$ cat src/rtl/response_pkg.sv
// Shared constants and FSM encoding for the response framer and its FIFO.
package response_pkg;

  localparam int BYTE_W = 8;
  localparam logic [7:0] IDLE_BYTE = 8'h00;

  typedef enum logic [1:0] {
    IDLE      = 2'd0,
    SEND_CODE = 2'd1,
    SEND_DATA = 2'd2,
    SEND_CSUM = 2'd3
  } state_e;

endpackage

$ cat src/rtl/sync_fifo.sv
// Single-clock FIFO; a write while full is ignored and a read while empty is ignored.
module sync_fifo #(
  parameter int WIDTH = 24,
  parameter int DEPTH = 4
) (
  input  logic                     clk,
  input  logic                     rst_n,
  input  logic                     wr_en,
  input  logic [WIDTH-1:0]         wr_data,
  input  logic                     rd_en,
  output logic [WIDTH-1:0]         rd_data,
  output logic                     full,
  output logic                     empty,
  output logic [$clog2(DEPTH):0]   count
);

  localparam int AW = $clog2(DEPTH);
  localparam int CW = AW + 1;

  logic [WIDTH-1:0] mem_q [DEPTH];
  logic [AW-1:0]    wr_ptr_q;
  logic [AW-1:0]    rd_ptr_q;
  logic [CW-1:0]    count_q;
  logic             do_wr_s;
  logic             do_rd_s;

  // full/empty come from the pre-edge count, so a pop never makes room for a same-edge push
  assign full    = (count_q == CW'(DEPTH));
  assign empty   = (count_q == {CW{1'b0}});
  assign count   = count_q;
  assign rd_data = mem_q[rd_ptr_q];
  assign do_wr_s = wr_en & ~full;
  assign do_rd_s = rd_en & ~empty;

  always_ff @(posedge clk or negedge rst_n) begin
    if (!rst_n) begin
      wr_ptr_q <= {AW{1'b0}};
      rd_ptr_q <= {AW{1'b0}};
      count_q  <= {CW{1'b0}};
      for (int i = 0; i < DEPTH; i++) mem_q[i] <= {WIDTH{1'b0}};
    end else begin
      if (do_wr_s) begin
        mem_q[wr_ptr_q] <= wr_data;
        wr_ptr_q        <= wr_ptr_q + AW'(1);
      end
      if (do_rd_s) rd_ptr_q <= rd_ptr_q + AW'(1);
      case ({do_wr_s, do_rd_s})
        2'b10:   count_q <= count_q + CW'(1);
        2'b01:   count_q <= count_q - CW'(1);
        default: count_q <= count_q;
      endcase
    end
  end

endmodule

$ cat src/rtl/response_framer.sv
// Queues {code, payload} responses and streams them byte-wise to UART_TX with
// valid/ready handshaking and an optional trailing XOR checksum byte.
module response_framer
  import response_pkg::*;
#(
  parameter int DATA_BYTES  = 2,
  parameter int FIFO_DEPTH  = 4,
  parameter int CHECKSUM_EN = 0
) (
  input  logic                    clock,
  input  logic                    reset_n,
  input  logic                    enable,
  input  logic [7:0]              response_code,
  input  logic [8*DATA_BYTES-1:0] response_data,
  input  logic                    tx_ready,
  output logic                    has_response,
  output logic [7:0]              response,
  output logic                    full,
  output logic                    overflow
);

  localparam int DW    = BYTE_W * DATA_BYTES;
  localparam int FW    = BYTE_W + DW;
  localparam int IDX_W = 2;
  localparam int CNT_W = $clog2(FIFO_DEPTH) + 1;

  state_e              state_q, state_d;
  logic [IDX_W-1:0]    idx_q, idx_d;
  logic [DW-1:0]       shift_q, shift_d;
  logic [BYTE_W-1:0]   csum_q, csum_d;
  logic [BYTE_W-1:0]   resp_q, resp_d;
  logic                has_q, has_d;
  logic                overflow_q, overflow_d;

  logic [FW-1:0]       head_s;
  logic                fifo_full_s, fifo_empty_s;
  logic [CNT_W-1:0]    fifo_count_s;
  logic                accept_s, last_s, eof_s, pop_s;
  logic [BYTE_W-1:0]   next_byte_s;

  sync_fifo #(.WIDTH(FW), .DEPTH(FIFO_DEPTH)) u_fifo (
    .clk     (clock),
    .rst_n   (reset_n),
    .wr_en   (enable),
    .wr_data ({response_code, response_data}),
    .rd_en   (pop_s),
    .rd_data (head_s),
    .full    (fifo_full_s),
    .empty   (fifo_empty_s),
    .count   (fifo_count_s)
  );

  assign accept_s    = has_q & tx_ready;
  assign last_s      = (idx_q == IDX_W'(DATA_BYTES - 1));
  assign eof_s       = accept_s & (((state_q == SEND_DATA) & last_s & (CHECKSUM_EN == 0))
                                   | (state_q == SEND_CSUM));
  assign pop_s       = ~fifo_empty_s & ((state_q == IDLE) | eof_s);
  assign next_byte_s = shift_q[DW-1 -: BYTE_W];

  assign has_response = has_q;
  assign response     = resp_q;
  assign full         = (fifo_count_s == CNT_W'(FIFO_DEPTH));
  assign overflow     = overflow_q;

  always_ff @(posedge clock or negedge reset_n) begin
    if (!reset_n) begin
      state_q    <= IDLE;
      idx_q      <= {IDX_W{1'b0}};
      shift_q    <= {DW{1'b0}};
      csum_q     <= 8'h00;
      resp_q     <= IDLE_BYTE;
      has_q      <= 1'b0;
      overflow_q <= 1'b0;
    end else begin
      state_q    <= state_d;
      idx_q      <= idx_d;
      shift_q    <= shift_d;
      csum_q     <= csum_d;
      resp_q     <= resp_d;
      has_q      <= has_d;
      overflow_q <= overflow_d;
    end
  end

  always_comb begin
    state_d = state_q;
    case (state_q)
      IDLE:      if (!fifo_empty_s) state_d = SEND_CODE; else state_d = IDLE;
      SEND_CODE: if (accept_s) state_d = SEND_DATA; else state_d = SEND_CODE;
      SEND_DATA: begin
        if (accept_s && last_s) begin
          if (CHECKSUM_EN != 0)  state_d = SEND_CSUM;
          else if (fifo_empty_s) state_d = IDLE;
          else                   state_d = SEND_CODE;
        end else begin
          state_d = SEND_DATA;
        end
      end
      SEND_CSUM: begin
        if (!accept_s)         state_d = SEND_CSUM;
        else if (fifo_empty_s) state_d = IDLE;
        else                   state_d = SEND_CODE;
      end
      default:   state_d = IDLE;
    endcase
  end

  // The checksum register restarts from the code at each pop, so it already
  // covers every byte presented once the last payload byte goes out.
  always_comb begin
    idx_d      = idx_q;
    shift_d    = shift_q;
    csum_d     = csum_q;
    resp_d     = resp_q;
    has_d      = has_q;
    overflow_d = overflow_q | (enable & fifo_full_s);
    if (pop_s) begin
      resp_d  = head_s[FW-1 -: BYTE_W];
      has_d   = 1'b1;
      shift_d = head_s[DW-1:0];
      csum_d  = head_s[FW-1 -: BYTE_W];
      idx_d   = {IDX_W{1'b0}};
    end else if (eof_s) begin
      resp_d = IDLE_BYTE;
      has_d  = 1'b0;
      csum_d = 8'h00;
      idx_d  = {IDX_W{1'b0}};
    end else if (accept_s) begin
      case (state_q)
        SEND_CODE: begin
          resp_d  = next_byte_s;
          shift_d = shift_q << BYTE_W;
          csum_d  = csum_q ^ next_byte_s;
          idx_d   = {IDX_W{1'b0}};
        end
        SEND_DATA: begin
          if (!last_s) begin
            resp_d  = next_byte_s;
            shift_d = shift_q << BYTE_W;
            csum_d  = csum_q ^ next_byte_s;
            idx_d   = idx_q + IDX_W'(1);
          end else begin
            resp_d = csum_q;
          end
        end
        default: resp_d = resp_q;
      endcase
    end else begin
      resp_d = resp_q;
    end
  end

endmodule

$ cat config.mk
export PLATFORM = sky130hd
export DESIGN_NAME = response_framer
export DESIGN_NICKNAME = d
export VERILOG_FILES = /design/src/rtl/response_pkg.sv /design/src/rtl/sync_fifo.sv /design/src/rtl/response_framer.sv
export SDC_FILE = /design/constraint.sdc
export NUM_CORES = 1
export LEC_CHECK = 0
export BUFFER_PORTS_ARGS = -buffer_cell sky130_fd_sc_hd__buf_2
export CAP_MARGIN = 20
export CELL_PAD_IN_SITES_DETAIL_PLACEMENT = 0
export CELL_PAD_IN_SITES_GLOBAL_PLACEMENT = 1
export CORE_MARGIN = 1
export CORE_UTILIZATION = 50
export DETAILED_ROUTE_END_ITERATION = 10
export GPL_ROUTABILITY_DRIVEN = 0
export PLACE_DENSITY_LB_ADDON = 0.1
export SYNTH_ARGS = -nofsm -noshare
export SYNTH_HDL_FRONTEND = slang
export SYNTH_SLANG_ARGS = --single-unit
$ cat constraint.sdc
create_clock -name clock -period 3.3 [get_ports clock]
set_input_delay 0.825 -clock clock [delete_from_list [all_inputs] [get_ports clock]]
set_output_delay 0.825 -clock clock [all_outputs]
set_load 0.01 [all_outputs]
* Word level (Yosys, flattened, before mapping)
Index checks and enable logic that the tools add are counted.
** Word-level totals
- Register bits :: 141
- Bits in latches :: 0
- RAM bits :: 0
- Memory bits (read-only) :: 0
- Input port bits :: 28
- Output and inout port bits :: 11
- Memories kept :: 0
** Operators by class
- $add $sub $neg :: 5
- Multipliers :: 0
- Divide/modulo/power cells :: 0
- $lt $le $gt $ge :: 3
- Eq/ne operators :: 10
- Shift operators :: 0
- Muxes and demuxes :: 34
- Bitwise gates (word level) :: 15
- Reduce and logical (&&, ||, !) cells :: 13
** Operators by type and width (number)
- 96-bit bitwise mux :: 1
- 24-bit 2-to-1 mux :: 3
- 16-bit 2-to-1 mux :: 4
- 8-bit 2-to-1 mux :: 8
- 24-bit binary-select mux with 2-bit select :: 1
- 24-bit demux with 2-bit select :: 1
- 16-bit one-hot mux with 2 select lines :: 1
- 8-bit one-hot mux with 2 select lines :: 2
- 2-bit 2-to-1 mux :: 7
- 2-bit one-hot mux with 4 select lines :: 1
- 8-bit XOR :: 1
- 1-bit AND :: 7
- 2-bit by 1-bit adder with 2-bit output, second input constant :: 3
- 2-bit by 1-bit == test with 1-bit output, second input constant :: 3
- 2-bit == test, second input constant :: 3
- 3-bit >= comparator, second input constant :: 2
- 2-bit NOT with 3-bit output :: 2
- 3-bit one-hot mux with 2 select lines :: 1
- 2-bit nonzero test :: 3
- 3-bit nonzero test :: 2
- 4-bit by 3-bit inequality test with 1-bit output, second input constant :: 1
- 2-bit one-hot mux with 2 select lines :: 1
- 4-bit AND reduction :: 1
- 4-bit nonzero test :: 1
- other kinds (14) :: 20

* Longest topological paths before layout
- Depth after elaboration :: 9
- Mapped depth :: 11

* Cells and area by module
Synthesis repeated with hierarchy kept, for this count alone.
** Unflattened totals
- Cells, all modules :: 468
- Area total of the unflattened synthesis :: 6588.8 um2
** Modules (own cells, without submodules)
- sync_fifo :: instances 1, cells an instance 270, area each 4578.1 um2, sequential area each 2577.5 um2
- response_framer :: instances 1, cells an instance 198, area each 2010.7 um2, sequential area each 950.9 um2

* Least setup slack after synthesis
OpenSTA, ideal clock, no wires.
- Path type :: flip-flop to flip-flop
- Start point :: register state_q[0]
- End point :: register u_fifo.count_q[1], in the netlist u_fifo.count[1]
- Arrival time :: 2.337 ns
- Required time :: 3.175 ns
- Slack :: 0.838 ns
- Stages on the path, launching flop included :: 10
- Buffers on the path :: 2
- Period minus slack after synthesis :: 2.462 ns
- Path through :: dfrtp_1 -> inv_1 -> ha_1 -> buf_6 -> nand2_2 -> a211oi_4 -> buf_2 -> ha_1 -> fa_1 -> mux2_2
** Between the ends
- Word-level cells in the longest chain between the ends :: 9
** RTL lines
- start: declaration :: RTL line response_framer.sv:27 : state_e state_q, state_d;
- start signal: assignment :: RTL line response_framer.sv:75 : state_q <= state_d;
- 2-bit == test :: RTL line response_framer.sv:55 : assign eof_s = accept_s & (((state_q == SEND_DATA) & last_s & (CHECKSUM_EN == 0))
- 1-bit AND :: RTL line response_framer.sv:55
- 1-bit OR :: RTL line response_framer.sv:56 : | (state_q == SEND_CSUM));
- 1-bit AND :: RTL line response_framer.sv:55
- 1-bit OR * :: RTL line response_framer.sv:57 : assign pop_s = ~fifo_empty_s & ((state_q == IDLE) | eof_s);
- 1-bit AND * :: RTL line response_framer.sv:57
- 1-bit AND * :: RTL line sync_fifo.sv:33 : assign do_rd_s = rd_en & ~empty;
- via u_fifo.do_rd_s :: RTL line sync_fifo.sv:25 : logic do_rd_s;
- 2-bit by 1-bit == test with 1-bit output / 2-bit == test (equally long branches) :: RTL line sync_fifo.sv:47 : case ({do_wr_s, do_rd_s})
- 3-bit one-hot mux with 2 select lines / 2-bit nonzero test (equally long branches)
- end signal: assignment :: RTL line sync_fifo.sv:48 : 2'b10: count_q <= count_q + CW'(1);
- end signal: assignment :: RTL line sync_fifo.sv:49 : 2'b01: count_q <= count_q - CW'(1);
- end signal: assignment :: RTL line sync_fifo.sv:50 : default: count_q <= count_q;
- end: declaration :: RTL line sync_fifo.sv:23 : logic [CW-1:0] count_q;
Mark *: on every way through the listed nets, which the timed path passes. The rest lies on a longest branch.
A chain may end at the register's enable or synchronous reset.

* Worst setup path in the final report
- Start point :: register state_q[0]
- End point :: register u_fifo.count_q[1], in the netlist u_fifo.count[1]
** Between the ends
- Word-level cells in the longest chain between the ends :: 9
** RTL lines (RTL line)
- 2-bit == test :: response_framer.sv:55
- 1-bit AND :: response_framer.sv:55
- 1-bit OR :: response_framer.sv:56
- 1-bit AND :: response_framer.sv:55
- 1-bit OR * :: response_framer.sv:57
- 1-bit AND * :: response_framer.sv:57
- 1-bit AND * :: sync_fifo.sv:33
- 2-bit by 1-bit == test with 1-bit output / 2-bit == test (equally long branches) :: sync_fifo.sv:47
- 3-bit one-hot mux with 2 select lines / 2-bit nonzero test (equally long branches)
Mark *: on every way between the ends. The rest lies on a longest branch, timed or not.

==> summary.md <==
| Metric | Value |
|---|---|
| Yosys warning total | 0 |
| Final hold vios | 0 |
| Worst setup margin | between 800 and 900 ps |
| ANT cells | 0 |
| # setup viols final | 0 |
| Sw Pwr | 1.53 mW |
| Period Utilization, post-route | 0.734 |
| CTS Buf Count | 17 |
| Largest net degree at the start of global routing | 67 |
| # IOs | 39 |
| Final Max Slew Viols | 0 |
| EDFF count, synth | 0 |
| Area leader, netlist | dfrtp_1 |
| Number of global-route vias before repair | 3765 |
| Ys async rst share | 1.00 |
| CP max FO | 10 |
| Dpl ws | a little under 900 ps |
| Most frequent cells in the layout | dfrtp_1, mux2_1, nand2_1 |
| Worst Clk Skew | roughly 7 ps |
| Switch share | 0.254 |
| Fill cell count | between 1000 and 1500 |
| Combinational cell fraction of total power | 0.210 |
| # DRC | 0 |
| Setup_tns | 0 ps |
| Worst-skew pair later-pin latency | 420 ps |
| Reg2Reg Depth | 7 |
| Drt pass-1 iters | 7 |
| Static Leakage | 3.34 nW |
| CP cell instances | inv_1, ha_1, nand2_2, a211oi_4, ha_1, fa_1, mux2_2 |
| Hold-fix buffers, CTS | 0 |
| Max incr delay on CP | between 400 and 500 ps |
| Cell count after synthesis | approximately 470 |
| Vias/cell | about 5.4 |
| First-pass GRT wire length | 20300 um |
| WL per Instance | ~18 um |
| Slew at the pin with the worst max-slew slack | a little over 700 ps |
| Startpoint class of the critical path | register |
| Post-synthesis instance area | ~6600 um2 |
| Fmax | between 400 and 500 MHz |
| Syn Area/Cell | 13.9 um2 |
| Grt ovf | 0 |
| Reg power frac | 0.449 |
| Critical path arrival | 2730 ps |
| Chip height | 117 um |
| Crit Path Category | register to register |
| Total global-route track usage | 0.205 |
| Slowest cell on the critical path | fa_1 |
| Worst Path Required | about 3600 ps |
| RSZ-0062 raised after global routing | no |
| Maximum root-to-sink buffer count | 2 |
| Flops & latches, synth | ~140 |
| Outcome | complete, no violations |
| Synth Flop Type | dfrtp_1 |
| Root Buffer | clkbuf_16 |
| Post-synth top area share | 0.536 |
| Syn nets | 514 |
| Dpl hpwl | about 8000 um |
| Chip width | between 100 and 150 um |
| Port bufs | 38 |
| Cell variety after synth | between 40 and 50 |
| Initial DRC Count | roughly 130 |
| CTS tree | built |
| Most common cell after layout, fill and taps aside | dfrtp_1 |
| Pwr Density | roughly 810 nW/um2 |
| Clock Power Share | 0.342 |
| Layout cells sized above 1 | 0.238 |
| Reg clk slew, reported paths | around 60 ps |
| Post_cts resized | 0 |
| Die area | between 10000 and 15000 um2 |
| Peak VDD IR | 0.000387 V |
| Slew headroom | 0.516 |
| Crit path time final | 2420 ps |
| Final #Nets | roughly 550 |
| Routed WL | around 12000 um |
| Starting Density | 0.517 |
| Pint | roughly 4.5 mW |
| Row count | just over 40 |
| Seq/Total Area, Yosys | 0.536 |
| Hold Crit Class | primary input to asynchronous set/reset pin |
| PnR Total Power | around 6 mW |
| Maximum Capacitance Violations | 0 |
| Most frequent CP cell | ha_1 |
| Initial antenna violation count | 0 |
| Via count | 3726 |
| Top cells by area, synth | dfrtp_1, mux2_1, mux4_2 |
| Post-DRT Antenna Nets | 0 |
| Clock sink total | around 140 |
| Critical Path End Type | register |
| Area grow syn2layout | 13.3% |
| Number of post-CTS setup repair buffers | 0 |
| Core area | 12700 um2 |
| H-tree levels | 4 |
-- cell usage after synthesis, types with 3 or more instances --
cell type and instances:
mux2_1 80, clkbuf_1 3, nand3_1 8, inv_1 23, mux2_2 17, buf_2 6
o21ai_1 6, nor2_1 3, o211ai_1 15, o21ai_0 16, nand2b_1 3, xnor2_1 4
nand2_4 4, mux4_2 24, ha_1 11, a21oi_1 9, dfrtp_1 141, mux2i_1 16
buf_6 13, nand2_1 46
-- per-stage QoR --
stage               instances  hold WS (ps)  instance area (um2)   util
global placement          664           433                 6820  0.536
finish                    692           403                 7450  0.586
global route              692           457                 7450  0.586
CTS                       692           418                 7450  0.586
detailed placement        664           444                 6820  0.536
floorplan                 474           450                 6580      -
-- final timing paths --
path	from	endpoint	slack, ps
min	reset_n	response[6]$_DFFE_PN0P_	400
min in group clock	overflow$_DFF_PN0_	overflow$_DFF_PN0_	450
max	state_q[0]$_DFF_PN0_	u_fifo.count[1]$_DFFE_PN0P_	880
min reg2reg	overflow$_DFF_PN0_	overflow$_DFF_PN0_	450
max reg2reg	state_q[0]$_DFF_PN0_	u_fifo.count[1]$_DFFE_PN0P_	880
max in group asynchronous	reset_n	u_fifo.mem_q[36]$_DFFE_PN0P_	2150
-- worst max-delay path: cells and delay by family (launching register included) --
kind                     cells  cell delay (ps)
multiplexers                 1              270
AND/OR/NAND/NOR              1              280
adder cells (fa/ha/maj)      3              960
AO/OA/AOI/OAI                1              290
buffers and inverters        1              110
flip-flops                   1              400
-- per-layer routing --
| layer | GRT usage | share of wire | vias up |
|---|---|---|---|
| met5 | 0 | 0 | - |
| met4 | 0.0835 | 0.017 | 0 |
| met2 | 0.308 | 0.46 | 47 |
| met1 | 0.288 | 0.50 | 1902 |
| met3 | 0.0462 | 0.029 | 15 |
| li1 | - | - | 1762 |
-- power groups by stage --
stage | registers (mW) | logic (mW) | clock network [mW]
final | 2.70 | 1.26 | 2.06
after detailed placement | 2.74 | 1.30 | 0
after CTS | 2.71 | 1.30 | 2.10
after global placement | 2.68 | 1.24 | 0
after global routing | 2.79 | 1.39 | 2.18
after floorplan | 2.62 | 1.07 | 0
-- registers in the layout, indices dropped and copies added, names as in the netlist --
signal and cells:
csum_q 8, state_q 2, shift_q 16, idx_q 2
u_fifo.wr_ptr_q 2, overflow 1, u_fifo.rd_ptr_q 2, u_fifo.count 3
u_fifo.mem_q 96, has_response 1, response 8
-- final cells by class --
type	count	area [um2]	area share
Multi-Input combinational cell	284	2740	0.367
Timing Repair Buffer	44	254	0.0341
Tap cell	172	215	0.0289
Sequential cell	141	3530	0.473
Inverter	23	86.3	0.0116
Clock buffer	20	467	0.0626
Clock inverter	8	165	0.0222
-- kinds of logic after synthesis --
family                   share of synthesized area
multiplexers                                 0.273
AO/OA/AOI/OAI                               0.0584
XOR/XNOR                                   0.00799
flip-flops                                   0.536
buffers and inverters                       0.0476
AND/OR/NAND/NOR                             0.0531
adder cells (fa/ha/maj)                     0.0240
(Power assumes the default switching activity.)
